$ cat config.mk
export PLATFORM = sky130hd
export DESIGN_NAME = pipe_ctrl
export DESIGN_NICKNAME = d
export VERILOG_FILES = /design/src/rtl/pipe_ctrl.sv
export SDC_FILE = /design/constraint.sdc
export NUM_CORES = 1
export LEC_CHECK = 0
export CORE_MARGIN = 1
export CORE_UTILIZATION = 48
export DETAILED_ROUTE_END_ITERATION = 10
export MAX_ROUTING_LAYER = met4
export PLACE_DENSITY = 0.84
export SLEW_MARGIN = 15
export SYNTH_ARGS = -nofsm -noshare
export SYNTH_HDL_FRONTEND = slang
export SYNTH_SLANG_ARGS = --single-unit
export TNS_END_PERCENT = 10
$ cat constraint.sdc
create_clock -name clk -period 2.35 [get_ports clk]
set_input_delay 0.47 -clock clk [delete_from_list [all_inputs] [get_ports clk]]
set_output_delay 0.47 -clock clk [all_outputs]
set_load 0.1 [all_outputs]
$ cat src/rtl/pipe_ctrl.sv
// Stall/flush sequencer for the five-stage pipeline: drives stage enables, flush and
// bubble, carries the EX/MEM/WB destination shadows and sequences HALT draining.
module pipe_ctrl #(
  parameter int CNT_W = 16
) (
  input  logic             clk,
  input  logic             rst,
  input  logic             Stall,
  input  logic             BranchTaken,
  input  logic             MemBusy,
  input  logic             ID_valid,
  input  logic [3:0]       ID_destReg,
  input  logic             ID_RegWrite,
  input  logic             ID_MemRead,
  input  logic             ID_Halt,
  output logic             PC_en,
  output logic             IFID_en,
  output logic             IFID_flush,
  output logic             IDEX_bubble,
  output logic             IDEX_en,
  output logic             EXMEM_en,
  output logic             MEMWB_en,
  output logic [3:0]       destReg,
  output logic [3:0]       MEM_destReg,
  output logic [3:0]       WB_destReg,
  output logic             EX_MemRead,
  output logic             EX_RegWrite,
  output logic             MEM_RegWrite,
  output logic             WB_RegWrite,
  output logic             Halted,
  output logic [CNT_W-1:0] stall_cnt,
  output logic [CNT_W-1:0] flush_cnt
);

  typedef enum logic [1:0] {
    S_RUN     = 2'd0,
    S_MEMWAIT = 2'd1,
    S_DRAIN   = 2'd2,
    S_HALTED  = 2'd3
  } state_t;

  state_t           state_q, state_d;
  logic [1:0]       drain_q, drain_d;
  logic             stall_inc, flush_inc;

  logic [3:0]       ex_dest_q, mem_dest_q, wb_dest_q;
  logic             ex_rw_q, ex_mr_q, mem_rw_q, wb_rw_q;
  logic [CNT_W-1:0] stall_cnt_q, flush_cnt_q;
  logic             ex_fill;

  function automatic logic [CNT_W-1:0] sat_inc(input logic [CNT_W-1:0] v);
    return (&v) ? v : v + {{(CNT_W-1){1'b0}}, 1'b1};
  endfunction

  // MEMWAIT behaves like RUN once MemBusy drops, so both share one decode path.
  always_comb begin
    state_d     = state_q;
    drain_d     = drain_q;
    PC_en       = 1'b0;
    IFID_en     = 1'b0;
    IFID_flush  = 1'b0;
    IDEX_bubble = 1'b0;
    IDEX_en     = 1'b0;
    EXMEM_en    = 1'b0;
    MEMWB_en    = 1'b0;
    stall_inc   = 1'b0;
    flush_inc   = 1'b0;
    if (rst) begin
      IFID_flush  = 1'b1;
      IDEX_bubble = 1'b1;
    end else begin
      case (state_q)
        S_RUN, S_MEMWAIT: begin
          if (MemBusy) begin
            state_d = S_MEMWAIT;
          end else begin
            state_d  = S_RUN;
            IDEX_en  = 1'b1;
            EXMEM_en = 1'b1;
            MEMWB_en = 1'b1;
            if (Stall) begin
              IDEX_bubble = 1'b1;
              stall_inc   = 1'b1;
            end else if (ID_valid && ID_Halt) begin
              IFID_flush = 1'b1;
              state_d    = S_DRAIN;
              drain_d    = 2'd3;
            end else begin
              PC_en   = 1'b1;
              IFID_en = 1'b1;
              if (BranchTaken) begin
                IFID_flush = 1'b1;
                flush_inc  = 1'b1;
              end
            end
          end
        end
        S_DRAIN: begin
          if (!MemBusy) begin
            IDEX_en     = 1'b1;
            EXMEM_en    = 1'b1;
            MEMWB_en    = 1'b1;
            IDEX_bubble = 1'b1;
            drain_d     = drain_q - 2'd1;
            if (drain_q <= 2'd1) begin
              state_d = S_HALTED;
            end
          end
        end
        default: ;
      endcase
    end
  end

  assign ex_fill = ID_valid && !IDEX_bubble;

  always_ff @(posedge clk) begin
    if (rst) begin
      state_q     <= S_RUN;
      drain_q     <= 2'd0;
      ex_dest_q   <= 4'd0;
      ex_rw_q     <= 1'b0;
      ex_mr_q     <= 1'b0;
      mem_dest_q  <= 4'd0;
      mem_rw_q    <= 1'b0;
      wb_dest_q   <= 4'd0;
      wb_rw_q     <= 1'b0;
      stall_cnt_q <= '0;
      flush_cnt_q <= '0;
    end else begin
      state_q <= state_d;
      drain_q <= drain_d;
      // EX shadow: an invalid or bubbled slot carries no destination
      if (IDEX_en) begin
        ex_dest_q <= ex_fill ? ID_destReg : 4'd0;
        ex_rw_q   <= ex_fill && ID_RegWrite;
        ex_mr_q   <= ex_fill && ID_MemRead;
      end
      // MEM shadow
      if (EXMEM_en) begin
        mem_dest_q <= ex_dest_q;
        mem_rw_q   <= ex_rw_q;
      end
      // WB shadow
      if (MEMWB_en) begin
        wb_dest_q <= mem_dest_q;
        wb_rw_q   <= mem_rw_q;
      end
      if (stall_inc) stall_cnt_q <= sat_inc(stall_cnt_q);
      if (flush_inc) flush_cnt_q <= sat_inc(flush_cnt_q);
    end
  end

  assign destReg      = ex_dest_q;
  assign EX_RegWrite  = ex_rw_q;
  assign EX_MemRead   = ex_mr_q;
  assign MEM_destReg  = mem_dest_q;
  assign MEM_RegWrite = mem_rw_q;
  assign WB_destReg   = wb_dest_q;
  assign WB_RegWrite  = wb_rw_q;
  assign stall_cnt    = stall_cnt_q;
  assign flush_cnt    = flush_cnt_q;
  assign Halted       = (state_q == S_HALTED) && !rst;

endmodule

=== Yosys cells after proc, flatten, opt, wreduce, memory -nomap -nowiden ===
Cells that the tools add are included.

* Register bits after elaboration: 52
* Input port bits: 13
* Output and inout port bits: 56

* Add/sub/neg operators: 3
* $lt $le $gt $ge: 1
* Equality and inequality tests: 8
* Multiplexer cells: 37
* Bitwise logic cells: 2
* Reductions and logical operators: 17

{| class="wikitable"
|+ Operators with widths
! cell !! count
|-
| adder 16 x 1 -> 16 bit (second input constant) || 2
|-
| AND reduction 16 bit || 2
|-
| two-way mux 1 bit || 24
|-
| two-way mux 2 bit || 9
|-
| inequality test 2 bit (second input constant) || 5
|-
| case mux 2 bit (2 select lines) || 2
|-
| logical AND 1 bit || 5
|-
| AND reduction 5 bit || 1
|-
| == test 2 bit (second input constant) || 2
|-
| two-way mux 4 bit || 1
|-
| AND reduction 2 bit || 2
|-
| AND reduction 3 bit || 1
|-
| OR reduction 3 bit || 1
|-
| == test 2 x 1 -> 1 bit (second input constant) || 1
|-
| less-or-equal comparator 2 x 1 -> 1 bit (second input constant) || 1
|-
| zero test 1 bit || 2
|-
| zero test 2 bit || 1
|-
| NOT 1 bit || 2
|-
| case mux 1 bit (2 select lines) || 1
|-
| nonzero test 2 bit || 1
|-
| OR reduction 2 bit || 1
|-
| subtractor 2 x 1 -> 2 bit (second input constant) || 1
|}

=== Logic depth before layout (Yosys ltp) ===
* Depth after elaboration: 7
* Gate-level depth with buffers: 7
* Depth with buffers taken out: 5

=== Worst setup path after synthesis ===
Ideal clock, no wire load.

* Path kind: input to output
* Start: in MemBusy
* End: out IFID_flush
* Arrival: 3,736 ps
* Data required time: 1,880 ps
* Path slack: -1,856 ps
* Stages: 2
* Buffers on the path: 1
* Cell sequence: buf_6 -> o41ai_1

* Word-level cells in the longest chain between the ends: 3

{| class="wikitable"
|+ Ends and longest elaborated chain
! what !! RTL line !! RTL
|-
| from (decl) || 10 || <nowiki>input logic MemBusy,</nowiki>
|-
| two-way mux 1 bit || 74 || <nowiki>if (MemBusy) begin</nowiki>
|-
| two-way mux 1 bit || 72 || <nowiki>case (state_q)</nowiki>
|-
| two-way mux 1 bit || 68 || <nowiki>if (rst) begin</nowiki>
|-
| to (decl) || 18 || <nowiki>output logic IFID_flush,</nowiki>
|}

No other way between the ends.

=== Worst setup path in the final report ===
Same ends and word-level chain as after synthesis.

==> metrics <==
status=completed; DIE WIDTH=75.9 um; WP data arrival=1790 ps; Max Clock Freq=442 MHz; maxcap violations=0; Worst Path Required=1880 ps; peak supply drop=356 uV; Post-Syn Nets=323; Slew Limit Fails=0; leading post-synthesis cells by cell area=dfxtp_1 (40%), a21oi_1 (7.5%), nand2_1 (7.0%); grt ovf=0; register area share after synthesis=39.8%; global-route wire length before repair=10.1 mm; Area Overhead vs Synth=33.5%; GPL Wtd Cong=0.904; Post-Layout Inst Area=3500 um^2; fin nets=397; most frequent CP cell=buf_12; crit end category=output port; power per cell area=476 nW/um^2; Vias per Instance=5.75; Final setup viols=0; setup ws final=88.2 ps; Post-Syn Instances=307; drt wl/cell=14.2 um; Detail Route Antenna Nets=0; XOR/XNOR Fraction of Synth Area=0.334%; Pre-antenna DRT Iters=4; Setup CP Type=input pin to output port; Iteration-0 DRC Markers=187; Synth Register Bits=52; post-CTS setup buffer count=0; pre-CTS WS=-55.0 ps; fin cells=452; Clock Latency Late Sink=300 ps; Final Hold Viols=0; Max Clock Skew=9.10 ps; mux share of post-synthesis cell area=4.40%; # H-tree levels=2; Clock Tree Root=clkbuf_8; max incr delay on CP=510 ps; CP max-delay cell=clkdlybuf4s50_1; Post-DP HPWL=4.78 mm; vias in the first global route=2271; Cell Area, Synth=2620 um^2; I/O pins=69; simple-gate share of the synthesized area=32.8%; port bufs=68; CTS Buf Count=5; combinational family with the most area after synthesis=simple AND/OR/NAND/NOR gates; routed wire length=6.40 mm; crit start category=input pin; ys async rst share=0%; Pleak=0.00132 uW; RSZ-0062 raised after global routing=false; die area=5760 um^2; Yosys top cell area share=39.8%; synthesized-area fraction occupied by adder cells=1.43%; Netlist cell types=46; initial antenna violation count=0; worst hold margin=460 ps; final worst path period share=96.2%; post-CTS resize count=0; row count=26; Clock Path Buffers=2; EDFF count, synth=0; Total Routing Usage GR=23.3%; Initial Utilization=50.6%; yosys warns=0; headroom to the max-slew limit=70.6%; complex-gate fraction of the synthesized area=16.1%; Post-synth top cells=dfxtp_1 (52), nand2_1 (49), a21oi_1 (39), nand3_1 (15), nand4_1 (10); placed instance area=3400 um^2; most frequent cell after synthesis=dfxtp_1; syn avg cell area=8.53 um^2; drt drc=0; layout cell share with drive strength beyond 1=25.1%; die height=75.9 um; Min-Delay Path Class=flip-flop to flip-flop; Core ar.=5170 um^2; antenna cells=0; hold-fix buffers at CTS=0; commonest register cell after synthesis=dfxtp_1; Via Count=2599; placed cells=444; Least-Margin Pin Slew=437 ps; CTS tree=built; reg2reg setup slack=420 ps; Yosys top cell by area=dfxtp_1; CTS Sinks=52; Cell Chain, Critical Path=clkdlybuf4s50_1 > buf_12 > o41ai_4 > buf_12; largest net degree at the start of global routing=31; Final min period=2260 ps; CTS clk-pin slew, worst paths=100 ps; critical-path maximum fanout=8
==> cell type report <==
cell class                      count  area [um^2]
Clock buffer                        5         68.8
Clock inverter                      3         26.3
Fill cell                         430         1680
Inverter                            4         15.0
Multi-Input combinational cell    231         1470
Sequential cell                    52         1040
Tap cell                           70         87.6
Timing Repair Buffer               87          791
==> stage by stage <==
stage,utilization (%),total power (uW),TNS (ps)
floorplan,-,1070,-1870
global placement,65.7,1150,-9.57
detailed placement,65.7,1160,-149
CTS,67.6,1680,0
global route,67.6,1730,0
finish,67.6,1660,0
==> worst max-delay path: cells and delay by family <==
family	cells	cell delay (ps)
buffers and inverters	3	920
AOI/OAI and AO/OA	1	390
==> cell families (layout without fill, tap and decap cells) <==
group                      after synthesis  count (layout)
xor gates and xnor gates                 1               1
buffers and inverters                   24              99
and+or+nand+nor                        147             147
muxes                                   11              11
AOI/OAI and AO/OA                       69              69
adders and majority gates                3               3
DFF                                     52              52
==> layout by cell type (no fill, tap or decap), types with 5 or more instances in the layout <==
| cell | n |
|---|---|
| a21oi_1 | 39 |
| nor4_1 | 7 |
| clkbuf_8 | 5 |
| clkdlybuf4s50_1 | 11 |
| or4_1 | 7 |
| nand2_1 | 49 |
| o31ai_1 | 6 |
| nor3_1 | 7 |
| buf_12 | 9 |
| nand4_1 | 10 |
| buf_4 | 66 |
| dfxtp_1 | 52 |
| mux2i_1 | 7 |
| o21ai_0 | 8 |
| or3_1 | 9 |
| nor2_1 | 9 |
| nand3_1 | 15 |
| or4b_1 | 6 |
==> sequential cells by signal, summed over array words and instances, names as in the netlist, 2 cells and up <==
signal	flops
flush_cnt	16
stall_cnt	16
MEM_destReg	4
WB_destReg	4
destReg	4
drain_q	2
state_q	2
==> worst paths after layout <==
path | from | to | cells after the start
max | MemBusy | IFID_flush | 4
min reg2reg | WB_RegWrite | WB_RegWrite | 2
min | WB_RegWrite | WB_RegWrite | 2
max reg2reg | flush_cnt[0] | flush_cnt[6] | 6
==> per-layer routing <==
metal / global-route usage (%) / vias to the layer above / routed length [um]
met5: - / - / 0
met4: 4.73 / 0 / 38
met3: 5.03 / 4 / 321
met2: 39.9 / 65 / 3290
met1: 28.1 / 1236 / 2760
li1: - / 1294 / -
==> where the power goes <==
| part | switching, uW | internal, uW | total [uW] |
|---|---|---|---|
| Clock | 311 | 218 | 528 |
| Combinational | 152 | 85.6 | 237 |
| Sequential | 9.86 | 888 | 898 |
| Total | 472 | 1190 | 1660 |
Note: power is estimated with default switching activity, not from simulation.
